### config.mk
export PLATFORM = sky130hd
export DESIGN_NAME = mem_ctrl
export DESIGN_NICKNAME = d
export VERILOG_FILES = /design/src/rtl/mem_ctrl.sv
export SDC_FILE = /design/constraint.sdc
export NUM_CORES = 1
export LEC_CHECK = 0
export BUFFER_PORTS_ARGS = -buffer_cell sky130_fd_sc_hd__buf_4
export CORE_MARGIN = 5
export CORE_UTILIZATION = 40
export DETAILED_ROUTE_END_ITERATION = 10
export GPL_TIMING_DRIVEN = 0
export REMOVE_ABC_BUFFERS = 1
export SLEW_MARGIN = 5
export SYNTH_ARGS = -nofsm -noshare
export SYNTH_HDL_FRONTEND = slang
export SYNTH_SLANG_ARGS = --single-unit
### constraint.sdc
create_clock -name clk_in -period 3.8 [get_ports clk_in]
set_input_delay 0.38 -clock clk_in [delete_from_list [all_inputs] [get_ports clk_in]]
set_output_delay 0.38 -clock clk_in [all_outputs]
set_load 0.1 [all_outputs]
### src/rtl/mem_ctrl.sv
// mem_ctrl: arbitrates ICache fetches and MEM loads/stores onto one byte-wide RAM (clk_in/rst_in/rdy_in, ic_* fetch port, mem_* load/store port, ram_* RAM port)
module mem_ctrl (
  input  logic        clk_in,
  input  logic        rst_in,
  input  logic        rdy_in,
  input  logic        ic_req_in,
  input  logic [17:0] ic_addr_in,
  output logic        ic_busy_out,
  output logic        ic_inst_valid_out,
  output logic [31:0] ic_inst_out,
  input  logic        mem_req_in,
  input  logic        mem_we_in,
  input  logic [1:0]  mem_len_in,
  input  logic [17:0] mem_addr_in,
  input  logic [31:0] mem_wdata_in,
  output logic        mem_busy_out,
  output logic        mem_done_out,
  output logic [31:0] mem_rdata_out,
  output logic [17:0] ram_addr_out,
  output logic [7:0]  ram_dout_out,
  output logic        ram_wr_out,
  input  logic [7:0]  ram_din_in
);
  typedef enum logic [1:0] {IDLE, READ, WRITE} state_t;
  state_t      state_q, state_d;
  logic        own_mem_q, own_mem_d;
  logic [2:0]  n_q, n_d, nxt_q, nxt_d, cnt_q, cnt_d;
  logic [1:0]  tag_q, tag_d, bus_tag_q, bus_tag_d, redo_tag_q, redo_tag_d;
  logic        vld_q, vld_d, redo_q, redo_d;
  logic [17:0] base_q, base_d, addr_q, addr_d;
  logic [31:0] word_q, word_d, wdata_q, wdata_d, inst_q, inst_d, rdata_q, rdata_d, cap;
  logic [7:0]  dout_q, dout_d;
  logic        wr_q, wr_d, ic_busy_q, ic_busy_d, mem_busy_q, mem_busy_d;
  logic        ic_valid_q, ic_valid_d, mem_done_q, mem_done_d, store;
  assign ic_busy_out       = ic_busy_q;
  assign ic_inst_valid_out = ic_valid_q;
  assign ic_inst_out       = inst_q;
  assign mem_busy_out      = mem_busy_q;
  assign mem_done_out      = mem_done_q;
  assign mem_rdata_out     = rdata_q;
  assign ram_addr_out      = addr_q;
  assign ram_dout_out      = dout_q;
  assign ram_wr_out        = wr_q & rdy_in;
  always_comb begin
    state_d    = state_q;
    own_mem_d  = own_mem_q;
    n_d        = n_q;
    nxt_d      = nxt_q;
    cnt_d      = cnt_q;
    tag_d      = tag_q;
    bus_tag_d  = bus_tag_q;
    redo_tag_d = redo_tag_q;
    vld_d      = vld_q;
    redo_d     = redo_q;
    base_d     = base_q;
    addr_d     = addr_q;
    word_d     = word_q;
    wdata_d    = wdata_q;
    inst_d     = inst_q;
    rdata_d    = rdata_q;
    dout_d     = dout_q;
    wr_d       = wr_q;
    ic_busy_d  = ic_busy_q;
    mem_busy_d = mem_busy_q;
    ic_valid_d = 1'b0;
    mem_done_d = 1'b0;
    store      = mem_req_in & mem_we_in;
    cap        = word_q;
    cap[8*tag_q +: 8] = ram_din_in;
    if (!rdy_in) begin
      if (state_q == READ && vld_q) begin
        vld_d      = 1'b0;
        redo_d     = 1'b1;
        redo_tag_d = tag_q;
      end
    end else if (state_q == IDLE) begin
      if (mem_req_in || ic_req_in) begin
        state_d    = store ? WRITE : READ;
        own_mem_d  = mem_req_in;
        n_d        = (!mem_req_in || mem_len_in[1]) ? 3'd4 : mem_len_in[0] ? 3'd2 : 3'd1;
        base_d     = mem_req_in ? mem_addr_in : ic_addr_in;
        addr_d     = mem_req_in ? mem_addr_in : ic_addr_in;
        wdata_d    = mem_wdata_in;
        dout_d     = mem_wdata_in[7:0];
        wr_d       = store;
        nxt_d      = 3'd1;
        cnt_d      = 3'd0;
        word_d     = 32'd0;
        vld_d      = 1'b0;
        redo_d     = 1'b0;
        bus_tag_d  = 2'd0;
        ic_busy_d  = !mem_req_in;
        mem_busy_d = mem_req_in;
      end
    end else if (state_q == READ) begin
      if (vld_q && cnt_q + 3'd1 == n_q) begin
        state_d    = IDLE;
        ic_busy_d  = 1'b0;
        mem_busy_d = 1'b0;
        rdata_d    = own_mem_q ? cap : rdata_q;
        inst_d     = own_mem_q ? inst_q : cap;
        mem_done_d = own_mem_q;
        ic_valid_d = !own_mem_q;
      end else begin
        word_d = vld_q ? cap : word_q;
        cnt_d  = cnt_q + {2'b0, vld_q};
        vld_d  = 1'b1;
        tag_d  = bus_tag_q;
        if (redo_q) begin
          redo_d    = 1'b0;
          bus_tag_d = redo_tag_q;
          addr_d    = base_q + 18'(redo_tag_q);
        end else if (nxt_q != n_q) begin
          bus_tag_d = nxt_q[1:0];
          addr_d    = base_q + 18'(nxt_q);
          nxt_d     = nxt_q + 3'd1;
        end
      end
    end else begin
      if (nxt_q == n_q) begin
        state_d    = IDLE;
        wr_d       = 1'b0;
        mem_busy_d = 1'b0;
        mem_done_d = 1'b1;
      end else begin
        addr_d = base_q + 18'(nxt_q);
        dout_d = wdata_q[8*nxt_q[1:0] +: 8];
        nxt_d  = nxt_q + 3'd1;
      end
    end
  end
  always_ff @(posedge clk_in) begin
    if (!rst_in) begin
      state_q    <= IDLE;
      own_mem_q  <= 1'b0;
      n_q        <= 3'd0;
      nxt_q      <= 3'd0;
      cnt_q      <= 3'd0;
      tag_q      <= 2'd0;
      bus_tag_q  <= 2'd0;
      redo_tag_q <= 2'd0;
      vld_q      <= 1'b0;
      redo_q     <= 1'b0;
      base_q     <= 18'd0;
      addr_q     <= 18'd0;
      word_q     <= 32'd0;
      wdata_q    <= 32'd0;
      inst_q     <= 32'd0;
      rdata_q    <= 32'd0;
      dout_q     <= 8'd0;
      wr_q       <= 1'b0;
      ic_busy_q  <= 1'b0;
      mem_busy_q <= 1'b0;
      ic_valid_q <= 1'b0;
      mem_done_q <= 1'b0;
    end else begin
      state_q    <= state_d;
      own_mem_q  <= own_mem_d;
      n_q        <= n_d;
      nxt_q      <= nxt_d;
      cnt_q      <= cnt_d;
      tag_q      <= tag_d;
      bus_tag_q  <= bus_tag_d;
      redo_tag_q <= redo_tag_d;
      vld_q      <= vld_d;
      redo_q     <= redo_d;
      base_q     <= base_d;
      addr_q     <= addr_d;
      word_q     <= word_d;
      wdata_q    <= wdata_d;
      inst_q     <= inst_d;
      rdata_q    <= rdata_d;
      dout_q     <= dout_d;
      wr_q       <= wr_d;
      ic_busy_q  <= ic_busy_d;
      mem_busy_q <= mem_busy_d;
      ic_valid_q <= ic_valid_d;
      mem_done_q <= mem_done_d;
    end
  end
endmodule

==> metrics, run 1 <==
wire length per cell 16.1 um; initial antenna violation count 0; Vias ~7600; grt ovf 0; final instance area 11100 um^2; Post-Syn Area 8890 um^2; Lkg Pwr roughly 0.0043 uW; Total GRT Usage 0.179; WS Path Type register to register; Via density 5.26; largest family of logic cells by synthesized area compound AO/OA/AOI/OAI gates; Sink Count 197; # DRC 0; R2R cell count 6; Rel. slew slack 0.307; cell count after synthesis 1022; Area contributors post-synth dfxtp_1 44%, a211oi_1 7.1%, nor2_1 5.2%; Final Skew between 0.015 and 0.02 ns; dpl hpwl ~16000 um; Hold WC Path Type primary input to register; synth unique cells 66; unrepaired setup endpoints after global routing no; worst path arrival time between 3 and 4 ns; Hold Buf Count CTS 0; number of synthesized flops with an enable pin 0; Hold Startpoint mem_wdata_in[24]; post-CTS setup buffer count 0; Setup TNS Final 0 ns; Max Cap Viol 0; CTS resizes 1; fmax slightly above 300 MHz; Finish-stage setup viols 0; largest area contributor in the netlist dfxtp_1; largest net degree at the start of global routing just over 80; io pins approximately 180; post-synth top area share 0.444; compound-cell area share of the yosys netlist 0.209; reg-to-reg slack, setup around 0.6 ns; Initial Utilization 0.407; WHS Path Cells 3; Chip Width 159 um; simple-gate share of the synthesized area 0.193; PnR Total Power 5010 uW; type of origin of the critical path register; xor and xnor area share after synthesis 0.0321; run status finished, final reports clean; global-route wire length before repair 38300 um; ANT nets after route 0; register area share after synthesis 0.444; post-synthesis adder-cell area fraction 0.0242; clock period minus worst slack 3.21 ns; # rows between 50 and 60; Post-synth ARST share 0; clock tree from TritonCTS yes; mux contribution to synthesized area 0.0532; Iteration-0 DRC Markers 326; full die area 25300 um^2; Critical R2R Capture redo_q; n_diodes 0; commonest non-fill, non-tap cells in the layout 197 x dfxtp_1, 178 x buf_4, 120 x nor2_1; fin nets 1251; Clk Latency, worst-skew pair 0.43 ns; register bit count reported by yosys 197; share of cells above drive strength 1 0.216; Total Wirelength 23300 um; TritonRoute pass-1 iters 5; fin crit share 0.846; Clock Path Buffers 2; pwr/cell area 451 nW/um^2; VDD IR-drop max approximately 310 uV; clock tree root driver cell clkbuf_16; Max Slew Vio Count 0; Mean Syn Cell Area 8.70 um^2; vias in the first global route approximately 7300; worst-path maximum fanout slightly above 40; Die Height 159 um; commonest non-fill, non-tap cell in the layout dfxtp_1; CTS buffer count 17; reg-to-reg startpoint state_q[1]; Area after DPL around 11000 um^2; IO buf count 178; Critical Path RT 4.13 ns; Core ar. roughly 22000 um^2; Synth Flop Type dfxtp_1; CP Capture Type register; Clock H-tree levels 4; clock-pin transition on the worst setup and hold timing paths approximately 0.080 ns; RD Place Congestion around 0.79; worst setup path startpoint state_q[1]; worst slew pin tran 1.03 ns; worst-case hold path end point wdata_q[24]; Final Hold Viols 0; Synthesis Warnings 0; Area Growth Syn to Fin 25.0%
-- final cells by class --
class / instances / area (um^2)
Multi-Input combinational cell: 731 / 4570
Sequential cell: 197 / 3940
Fill cell: 2183 / 10700
Clock inverter: 13 / 163
Inverter: 14 / 57.6
Clock buffer: 19 / 443
Tap cell: 280 / 350
Timing Repair Buffer: 190 / 1580
-- power by group --
part / internal (uW) / switching [uW] / total, uW
Clock: 1010 / 846 / 1860
Sequential: 2150 / 96.5 / 2250
Combinational: 295 / 605 / 900
Total: 3460 / 1550 / 5010
-- cells by family (layout without fill, tap and decap cells) --
family	after synthesis	in the layout
compound gates	280	280
fa+ha+maj	16	16
flops	197	197
simple gates	367	367
buf+inv	94	236
xor+xnor	31	31
mux	37	37
-- per-layer routing --
layer	global-route usage	wire, um	vias to the layer above
met5	0	0	-
met4	0.0372	189	0
met2	0.299	11100	185
met3	0.0484	1360	14
met1	0.234	10600	3486
li1	-	-	3911
-- synthesized netlist by cell type (5+ instances only) --
master    number
a31oi_1        5
xor2_1        10
buf_1          6
a21oi_1       90
nand3_1       42
and3_1         6
dfxtp_1      197
nor2_1       122
nand4_1        6
clkbuf_1      42
xnor2_1       20
o22ai_1        7
o21ai_0       24
nor2b_1       32
nand2_1      118
mux2i_1       27
buf_2         27
and2_1         6
nor3_1         7
ha_1          14
a311oi_1       8
mux4_2         8
inv_1         12
a211oi_1      84
o31ai_1       32
-- registers in the layout, summed over array words and instances (netlist names), 3 cells and up --
name           count
nxt_q              3
n_q                3
wdata_q           32
ram_dout_out       8
base_q            18
mem_rdata_out     32
cnt_q              3
word_q            32
ic_inst_out       32
ram_addr_out      18
-- how the worst max path moves through the flow --
stage                   endpoint
floorplan                 redo_q
global placement          redo_q
detailed placement  mem_done_out
CTS                       redo_q
global route            nxt_q[2]
finish                    redo_q
-- through the flow --
| step | setup slack [ns] | hold WS [ns] | std cells | utilization |
|---|---|---|---|---|
| after global placement | -2.44 | 0.441 | 1400 | 0.468 |
| final | 0.586 | 0.185 | 1444 | 0.509 |
| after floorplan | -0.330 | 0.433 | 942 | - |
| after global routing | 0.345 | 0.174 | 1444 | 0.509 |
| after CTS | 0.150 | 0.174 | 1444 | 0.509 |
| after detailed placement | -0.0204 | 0.447 | 1412 | 0.481 |
-- critical path: stages, from the launching register on --
cell and delay (ns):
dfxtp_1 0.99, or2_2 0.71, o31ai_4 0.20, or2_2 0.64
a22oi_1 0.26, o32ai_1 0.11, and2_1 0.17
Note: power is estimated with default switching activity, not from simulation.
==> run 2: changes to the inputs <==
Clock period 3.8 ns to 3.3 ns, I/O delays scaled along.
==> run 2 against run 1 <==
Effect of this change:
- clock power increased by 15%
- first-iteration DRC count is 0.61% higher
- via count barely moved
- fmax up 6.8%
- clock skew barely moved
- total power increased by 15%
- sequential share of layout area about the same
- register-to-register slack worse by 0.29 ns
- critical endpoint is now mem_rdata_out[2]
- largest power group unchanged
==> metrics, run 2 (same netlist as run 1, synthesis figures left out) <==
run status finished, final reports clean; Total Wirelength 23300 um; Finish-stage setup viols 0; # placed instances 1412; WS Path Type register to register; clock-pin transition on the worst setup and hold timing paths 0.08 ns; CTS resizes 2; Critical Path RT 3.63 ns; Sink Count a little under 200; clock tree root driver cell clkbuf_16; Die Height roughly 160 um; clock period minus worst slack 3.01 ns; Area Growth Syn to Fin 25.0%; CTS buffer count 17; share of cells above drive strength 1 0.216; TritonRoute pass-1 iters 5; Iteration-0 DRC Markers 328; worst path arrival time between 3 and 4 ns; dpl hpwl 16200 um; FF/Latch Area 3950 um^2; Initial Utilization 0.407; slowest CP cell dfxtp_1; pwr/cell area 519 nW/um^2; Hold Buf Count CTS 0; Core ar. roughly 22000 um^2; vias in the first global route between 7000 and 8000; fin nets 1251; post-CTS setup buffer count 0; fin util 0.509; Vias ~7600; fin crit share 0.911; Total GRT Usage 0.179; WHS Path Cells 3; Via density 5.26; CP peak stage delay ~0.71 ns; commonest non-fill, non-tap cells in the layout 196 x dfxtp_1, 178 x buf_4, 120 x nor2_1; global-route wire length before repair 38300 um; full die area approximately 25000 um^2; worst path buffer plus inverter count 4; delay-heaviest family, CP simple AND/OR/NAND/NOR gates; # rows 54; grt ovf 0; worst slew pin tran 1.03 ns; n_diodes 0; Max Cap Viol 0; worst setup path startpoint state_q[0]; Clk Latency, worst-skew pair between 0.4 and 0.5 ns; wire length per cell 16.1 um; largest net degree at the start of global routing 82; ANT nets after route 0; reg-to-reg slack, setup 0.29 ns; Final Hold Viols 0; VDD IR-drop max between 300 and 400 uV; type of origin of the critical path register; CP cell instances inv_2 > nor2_4 > nand2_1 > nor3_4 > buf_8 > buf_8 > buf_8 > nor2_1 > a211oi_1; Max Slew Vio Count 0; RD Place Congestion 0.788; commonest non-fill, non-tap cell in the layout dfxtp_1; Hold WC Path Type primary input to register; Critical Path Most Common Cell buf_8; fillers roughly 2200; Chip Width 159 um; fmax 332 MHz; R2R cell count 9; Hold Startpoint mem_wdata_in[24]; critical path depth 9; reg-to-reg startpoint state_q[0]; Clock H-tree levels 4; io pins ~180; Clock Path Buffers 2; Lkg Pwr 0.00426 uW; CP Capture Type register; Rel. slew slack 0.307; Post-Layout Cell Count 1444; initial antenna violation count 0; clock tree from TritonCTS yes; # DRC 0; Final Skew 0.0162 ns; IO buf count 178; worst-path maximum fanout 19; unrepaired setup endpoints after global routing no; Multi-input gate area 4570 um^2
run 2: final cells by class:
cell class	instances	share of cell area
multi-input combinational	731	0.412
sequential	197	0.355
timing repair buffer	190	0.142
clock buffer	19	0.0399
tap	280	0.0315
clock inverter	13	0.0146
inverter	14	0.00518
run 2: worst paths after layout:
| path | to |
|---|---|
| worst max-delay path | mem_rdata_out[2] |
| worst min register to register | wdata_q[18] |
| worst max register to register | mem_rdata_out[2] |
| worst min-delay path | wdata_q[24] |
run 2: layer usage:
layer,part of all wire,routed length (um),GRT usage
met3,0.059,1370,0.0484
met1,0.46,10600,0.234
met4,0.0081,189,0.0372
met2,0.48,11100,0.299
met5,0,0,0
run 2: tightest hold or removal path, delay by kind of cell:
| kind | cells | cell delay, ns |
|---|---|---|
| and+or+nand+nor | 1 | 0.04 |
| AOI/OAI and AO/OA | 1 | 0.05 |
| buffers and inverters | 1 | 0.11 |
run 2: through the flow:
| stage | hold slack [ns] | setup TNS [ns] | setup WS (ns) | total power (uW) | cell area [um^2] |
|---|---|---|---|---|---|
| after detailed placement | 0.447 | -28.02 | -0.520 | 3690 | 10500 |
| final | 0.135 | 0 | 0.292 | 5770 | 11100 |
| after global routing | 0.124 | 0 | 0.105 | 6020 | 11100 |
| after global placement | 0.441 | -201.96 | -2.94 | 3640 | 10200 |
| after floorplan | 0.433 | -34.77 | -0.830 | 3320 | 8540 |
| after CTS | 0.124 | 0 | 0.0425 | 5840 | 11100 |
run 2: where the power goes:
part           switching (uW)  internal [uW]
Sequential                111           2480
Combinational             697            339
Clock                     975           1170
Total                    1780           3990
==> run 3: changes to the inputs <==
Settings changed: ABC_AREA set to 1.
==> run 3 against run 2 <==
Effect of this change:
- die area up 12%
- flip-flop and latch count unchanged
- final cell count up 37%
- via count up 27%
- first-iteration DRC count up 80%
- global-route usage up 1.5 points
- sequential share of layout area down 2.8 points
- critical path type unchanged
- critical endpoint is now base_q[0]
- largest power group unchanged
==> metrics, run 3 <==
PnR Total Power 6100 uW; WL met2 ~13000 um; clock-pin transition on the worst setup and hold timing paths 0.08 ns; IO buf count 178; Area Growth Syn to Fin 20.9%; CP peak stage delay 0.56 ns; WHS around 0.11 ns; Clk Latency, worst-skew pair 0.44 ns; worst path buffer plus inverter count 2; grt ovf 0; Lkg Pwr between 0.005 and 0.006 uW; full die area 28200 um^2; fin crit share 0.933; synth unique cells 41; worst slew pin tran 1.25 ns; slowest CP cell nor2_4; initial antenna violation count 0; Critical Path RT between 3 and 4 ns; dpl hpwl between 15000 and 20000 um; fillers 2535; worst-case hold path end point n_q[0]; largest net degree at the start of global routing 152; Critical R2R Capture base_q[0]; # DRC 0; commonest non-fill, non-tap cells in the layout 337 x nand2_1, 214 x inv_1, 197 x dfxtp_1; pwr/cell area a little over 500 nW/um^2; CP Capture Type register; VDD IR-drop max between 200 and 300 uV; Via density between 4 and 5; # rows 57; ANT nets after route 0; wl on met1 13200 um; Critical Path Most Common Cell nor2_4; Hold Startpoint mem_len_in[0]; Vias 9680; FF/Latch Area 3940 um^2; Total GRT Usage 0.194; n_diodes 0; type of origin of the critical path register; run status finished, final reports clean; uppermost routed layer met4; Post-synth ARST share 0; Chip Width 168 um; Final Skew about 0.019 ns; post-CTS setup buffer count 0; CP cell instances nor2_4 > buf_12 > inv_2 > nor2_4 > nand2_8 > or2_2 > a21oi_1; reg-to-reg startpoint state_q[1]; Clock Path Buffers 2; Max Cap Viol 0; Clock H-tree levels 4; CTS buffer count 17; synth cell count leaders 338 x nand2_1, 214 x inv_1, 197 x dfxtp_1; Sink Count 197; register area share after synthesis 0.395; Die Height 168 um; Rel. slew slack 0.170; Finish-stage setup viols 0; io pins 179; Mean Syn Cell Area approximately 6.6 um^2; Post-Syn Area 9990 um^2; clock period minus worst slack 3.08 ns; top-count cell post-synth nand2_1; Post-Layout Cell Count 1974; fin nets 1738; R2R cell count 7; unrepaired setup endpoints after global routing no; number of synthesized flops with an enable pin 0; WS Path Type register to register; commonest non-fill, non-tap cell in the layout nand2_1; register bit count reported by yosys approximately 200; share of cells above drive strength 1 0.147; TritonRoute pass-1 iters 5; clock tree from TritonCTS yes; wire length per cell roughly 14 um; Multi-input gate area about 4900 um^2; reg-to-reg slack, setup 0.22 ns; post-synth top area share 0.395; Iteration-0 DRC Markers 589; fmax 325 MHz; Hold WC Path Type primary input to register; WHS Path Cells 2; Area contributors post-synth dfxtp_1 39%, nand2_1 13%, a21oi_1 8.8%; vias in the first global route 9169; Max Slew Vio Count 0; Core ar. between 20000 and 25000 um^2; worst path arrival time 3.43 ns; cell count after synthesis around 1500; Final Hold Viols 0; final instance area roughly 12000 um^2; Synthesis Warnings 0; Area after DPL 11400 um^2; Synth Flop Type dfxtp_1; routed length on met3 approximately 1700 um; clock tree root driver cell clkbuf_16; delay-heaviest family, CP simple AND/OR/NAND/NOR gates; # placed instances slightly below 2000; Total Wirelength 27900 um; largest area contributor in the netlist dfxtp_1; RD Place Congestion a little under 0.9; Initial Utilization 0.408; worst-path maximum fanout 81; global-route wire length before repair approximately 46000 um
## run 3: changes by cell type in the layout (fill, tap and decap cells not counted), moves of 8 or more
cell,change
a311oi_1,-8
inv_1,+202
mux2i_1,-22
nand3_1,+53
o21ai_0,+110
xnor2_1,-17
nor2_1,+45
o31ai_1,-31
nand2_1,+220
mux4_2,-8
a21oi_1,+85
a211oi_1,-84
nor2b_1,-32
o22ai_1,+28
## run 3: area by class of cell
| class | instances | area share |
|---|---|---|
| inverter | 225 | 0.0701 |
| multi-input combinational | 1016 | 0.404 |
| sequential | 197 | 0.327 |
| timing repair buffer | 181 | 0.116 |
| clock inverter | 14 | 0.0141 |
| clock buffer | 17 | 0.0352 |
| tap | 324 | 0.0336 |
## run 3: worst reg2reg max path, delay by kind of cell (launching register included)
family | cells | cell delay, ns
AO/OA/AOI/OAI | 1 | 0.11
flip-flops | 1 | 0.51
buffers and inverters | 2 | 0.53
AND/OR/NAND/NOR | 4 | 1.86
## run 3: worst max path at each step
| stage | startpoint | endpoint | cells past startpoint |
|---|---|---|---|
| global route | nxt_q[0] | ram_addr_out[17] | 10 |
| global placement | state_q[1] | base_q[0] | 6 |
| floorplan | state_q[1] | base_q[0] | 6 |
| finish | state_q[1] | base_q[0] | 7 |
| CTS | state_q[1] | base_q[0] | 7 |
| detailed placement | state_q[1] | base_q[0] | 7 |
## run 3: per-stage QoR
step,setup TNS (ns),util,setup WS (ns)
2_1_floorplan,-68.28,-,-1.36
3_3_place_gp,-394.97,0.465,-4.95
3_5_place_dp,-30.47,0.468,-0.730
4_1_cts,0,0.493,0.0257
5_1_grt,0,0.493,0.0703
6_report,0,0.493,0.220
## run 3: logic make-up after synthesis
| family | Yosys count | share of synthesized area |
|---|---|---|
| multiplexers | 5 | 0.00501 |
| buffers and inverters | 306 | 0.120 |
| flip-flops | 197 | 0.395 |
| adder cells (fa/ha/maj) | 16 | 0.0215 |
| AO/OA/AOI/OAI | 356 | 0.187 |
| XOR/XNOR | 6 | 0.00526 |
| AND/OR/NAND/NOR | 632 | 0.266 |
## run 3: timing repair
item | in CTS | in global routing
gates cloned | 0 | 1
pin swaps | 0 | 1
endpoints found under the setup margin | 56 | 66
hold buffers | 0 | 0
resized for setup | 2 | 1
## run 3: layer usage
metal	global-route usage	up-vias
li1	-	5071
met1	0.258	4296
met2	0.318	274
met3	0.0410	39
met4	0.0579	0
met5	0	-
## run 3: power by group
part	internal [uW]	total [uW]	leakage, uW	switching (uW)
Clock	1080	2110	0.000291	1030
Sequential	2520	2620	0.00161	99.6
Combinational	411	1370	0.00342	959
